### config.mk
export PLATFORM = sky130hd
export DESIGN_NAME = csel_limb_accumulator
export DESIGN_NICKNAME = d
export VERILOG_FILES = /design/src/rtl/csel_pkg.sv /design/src/rtl/csel_limb_select.sv /design/src/rtl/csel_limb_accumulator.sv
export SDC_FILE = /design/constraint.sdc
export NUM_CORES = 1
export LEC_CHECK = 0
export BUFFER_PORTS_ARGS = -buffer_cell sky130_fd_sc_hd__buf_2
export CAP_MARGIN = 20
export CORE_MARGIN = 8
export CORE_UTILIZATION = 35
export CTS_CLUSTER_DIAMETER = 80
export DETAILED_ROUTE_END_ITERATION = 16
export HOLD_SLACK_MARGIN = 0.03
export SYNTH_ARGS = -nofsm -noshare
export SYNTH_HDL_FRONTEND = slang
export SYNTH_HIERARCHICAL = 1
export SYNTH_SLANG_ARGS = --single-unit
### constraint.sdc
create_clock -name clk -period 6.4 [get_ports clk]
set_input_delay 0.64 -clock clk [delete_from_list [all_inputs] [get_ports clk]]
set_output_delay 0.64 -clock clk [all_outputs]
set_load 0.1 [all_outputs]
### src/rtl/csel_pkg.sv
// csel_pkg: shared limb/bundle field layout and FSM state type for the carry-select stages
package csel_pkg;
  localparam int LIMB_W   = 16;
  localparam int BUNDLE_W = 34;
  localparam int C1_BIT   = 33;
  localparam int C0_BIT   = 32;
  localparam int SUM0_HI  = 31;
  localparam int SUM0_LO  = 16;
  localparam int SUM1_HI  = 15;
  localparam int SUM1_LO  = 0;
  typedef enum logic [1:0] {IDLE, ACCUM, DONE} csel_state_t;
endpackage

### src/rtl/csel_limb_select.sv
// csel_limb_select: picks one limb's sum and carry from a carry-select bundle
module csel_limb_select
  import csel_pkg::*;
(
  input  logic [BUNDLE_W-1:0] bundle,
  input  logic                carry_sel,
  output logic [LIMB_W-1:0]   sum,
  output logic                carry
);
  assign sum   = carry_sel ? bundle[SUM1_HI:SUM1_LO] : bundle[SUM0_HI:SUM0_LO];
  assign carry = carry_sel ? bundle[C1_BIT] : bundle[C0_BIT];
endmodule

### src/rtl/csel_limb_accumulator.sv
// csel_limb_accumulator: resolves carries limb by limb and assembles a wide sum
module csel_limb_accumulator
  import csel_pkg::*;
#(
  parameter int LIMBS = 4
) (
  input  logic                      clk,
  input  logic                      rst_n,
  input  logic                      cin,
  input  logic                      in_valid,
  output logic                      in_ready,
  input  logic [BUNDLE_W-1:0]       in_bundle,
  output logic                      out_valid,
  input  logic                      out_ready,
  output logic [LIMB_W*LIMBS-1:0]   out_sum,
  output logic                      out_carry,
  output logic                      busy
);
  localparam int W  = LIMB_W * LIMBS;
  localparam int IW = $clog2(LIMBS);
  localparam logic [IW-1:0] LAST = IW'(LIMBS - 1);

  csel_state_t     state_q, state_d;
  logic [IW-1:0]   idx_q, idx_d, wr_idx;
  logic            rc_q, rc_d;
  logic [W-1:0]    acc_q, acc_d;
  logic            carry_sel, sel_carry;
  logic [LIMB_W-1:0] sel_sum;

  csel_limb_select u_sel (
    .bundle    (in_bundle),
    .carry_sel (carry_sel),
    .sum       (sel_sum),
    .carry     (sel_carry)
  );

  // handshakes, limb placement and state transitions
  always_comb begin
    state_d   = state_q;
    idx_d     = idx_q;
    rc_d      = rc_q;
    acc_d     = acc_q;
    in_ready  = state_q != DONE;
    out_valid = state_q == DONE;
    busy      = state_q != IDLE;
    carry_sel = state_q == IDLE ? cin : rc_q;
    wr_idx    = state_q == IDLE ? '0 : idx_q;
    if (in_valid && in_ready) begin
      acc_d[wr_idx*LIMB_W +: LIMB_W] = sel_sum;
      rc_d    = sel_carry;
      idx_d   = wr_idx + 1'b1;
      state_d = wr_idx == LAST ? DONE : ACCUM;
    end
    if (out_valid && out_ready) begin
      state_d = IDLE;
      idx_d   = '0;
    end
  end

  // state registers; reset discards any partial or pending result at once
  always_ff @(posedge clk or negedge rst_n) begin
    if (!rst_n) begin
      state_q <= IDLE;
      idx_q   <= '0;
      rc_q    <= 1'b0;
      acc_q   <= '0;
    end else begin
      state_q <= state_d;
      idx_q   <= idx_d;
      rc_q    <= rc_d;
      acc_q   <= acc_d;
    end
  end

  assign out_sum   = acc_q;
  assign out_carry = rc_q;
endmodule
==> impl_metrics.ini <==
[clocking]
cts_tree = built
clock_sinks = 69
cts_setup_buffers = 0
clock_path_buffers = 2
htree_levels = 3
clkTransAtPathRegs_ps = 80
cts_hold_buf = 0
root_buffer = clkbuf_8
clk_latency_ps = 350
cts_buffers = 9
ctsResizeCount = 0

[setup_path]
r2r_slack_ps = 3700
rr_endpoint = out_sum[38]$_DFFE_PN0P_
endpoint_kind = register
reg2regPathDepth = 7
r2r-start = state_q[0]$_DFFE_PN0P_
required_ps = 6680
critPathKind = register to register
cp-startpoint = state_q[0]$_DFFE_PN0P_
cp-endpoint = out_sum[38]$_DFFE_PN0P_
critPathMaxFanout = 23
cp.arrival_ps = 2990
critPathLaunchType = register

[global_routing]
grt_pass1_wl_mm = 14.6
grt_pass1_vias = 2596
antenna_found_initial = 0
grt_usage_pct = 14.9
grt_max_degree = 70
grt_overflow = 0

[place]
io_buffers = 106
gp_congestion = 0.812
dp.cells = 468
dp_hpwl_mm = 6.88

[synthesis]
synth.distinct_cells = 36
synth-edff-count = 0
synthFlopType = dfrtp_1
synth.avg_cell_area_sq_um = 12.1
yosys_warnings = 6
syn_area_sq_mm = 0.00325
ys_ff_latch = 69
syn_inst = 269
yosysSeqAreaShare_pct = 53.1
async_reset_ff_share_pct = 100
synth.net_count = 312

[timing]
rsz0062_at_grt = false
timing.final.crit_share_pct = 42.2
fin_skew_ps = 5.18
worst_pin_slew_ps = 929
drv_slew = 0
fmax_mhz = 370
hold_violations = 0
relSlewSlack_pct = 37.7
finalWorstPathRequiredPeriod_ps = 2700
setup_violations = 0
tns_ps = 0

[drt]
routed_wl_mm = 9.22
vias = 2479
viasPerCell = 5.12
ant_nets = 0
firstDrtPassIters = 4
wl_per_cell_um = 19.1
drtIter0Drc = 129
drc = 0

[finish]
fin_cells = 484
layout_commonest_cell = buf_2
diodes = 0
drive_gt1_share_pct = 44.8
num-nets-final = 411
layout_common_cells = 106 x buf_2, 69 x dfrtp_1, 36 x nand2_1
area_growth_pct = 23.8

[die]
die_x_um = 112
die_h_um = 112
coreArea_sq_mm = 0.00915
initial_core_util_pct = 35.6
die_area_sq_mm = 0.0126
placementRows = 35
ios = 107

[job]
maxCapViolCount = 0

[status]
status = finished clean

[worst_hold_path]
hp-class = input port to async pin
cell families after synthesis:
kind of cell             Yosys count  share of synthesized area (%)
AO/OA/AOI/OAI                     59                           13.1
adder cells (fa/ha/maj)            4                           1.54
buffers and inverters             27                           5.08
flip-flops                        69                           53.1
multiplexers                      36                           14.7
AND/OR/NAND/NOR                   74                           12.5
layout make-up:
type                            instances  area [sq um]
Timing Repair Buffer                  108           553
Clock buffer                            9           124
Tap cell                              111           139
Multi-Input combinational cell        173          1360
Inverter                                7          26.3
Fill cell                             866          5120
Sequential cell                        69          1730
Clock inverter                          7          98.8
flip-flops by register name, summed over array words and instances, names as in the netlist:
register   flops
idx_q          2
state_q        2
out_sum       64
out_carry      1
per-layer routing:
metal | GRT usage, % | vias to the layer above | part of all wire, %
met5 | 0 | - | 0
met4 | 3.24 | 0 | 0.78
met3 | 5.74 | 6 | 7.4
met2 | 22.9 | 111 | 45
met1 | 19.4 | 1207 | 47
li1 | - | 1155 | -
worst max-delay path, cell delays in order (launching register included):
cell      delay [ps]
dfrtp_1          550
nor2_2           120
inv_1            120
nand2_1          110
ha_1             580
nand3b_1         300
nor3_2           630
a22o_1           230
Yosys cell counts, types with 2 or more instances:
library cell,instances,area [sq um]
and3_1,16,100
nand4_1,5,31.3
buf_4,3,22.5
inv_1,7,26.3
clkbuf_1,7,26.3
mux2_2,15,169
ha_1,4,50.1
a22o_1,27,236
nand2b_1,2,12.5
a21oi_1,4,20.0
buf_2,5,25.0
nand2_1,36,135
nor3_2,2,20.0
o2bb2ai_1,2,17.5
o21ai_1,3,15.0
buf_6,4,45.0
o31ai_1,2,15.0
dfrtp_1,69,1730
nand3b_1,2,15.0
mux2_4,20,300
o21ai_0,17,85.1
nor2_1,3,11.3
worst min path at each step:
stage	start	end	slack, ps	cells after the start
3_3_place_gp	out_sum[58]$_DFFE_PN0P_	out_sum[58]$_DFFE_PN0P_	460	2
2_1_floorplan	rst_n	idx_q[0]$_DFFE_PN0P_	340	0
4_1_cts	out_ready	state_q[1]$_DFFE_PN0P_	470	2
5_1_grt	out_ready	state_q[1]$_DFFE_PN0P_	480	2
3_5_place_dp	out_sum[56]$_DFFE_PN0P_	out_sum[56]$_DFFE_PN0P_	470	2
6_report	rst_n	out_sum[9]$_DFFE_PN0P_	480	2
per-stage QoR:
| step | util, % | setup slack (ps) | hold slack (ps) | area, sq um |
|---|---|---|---|---|
| floorplan | - | 3870 | 344 | 3250 |
| global placement | 41.4 | 3850 | 461 | 3790 |
| detailed placement | 41.6 | 3710 | 470 | 3810 |
| CTS | 44.0 | 3680 | 474 | 4030 |
| global route | 44.0 | 3470 | 483 | 4030 |
| finish | 44.0 | 3700 | 479 | 4030 |
Power is not shown: default switching activity piles up to over one toggle a cycle in this logic, so the estimate is an artifact.
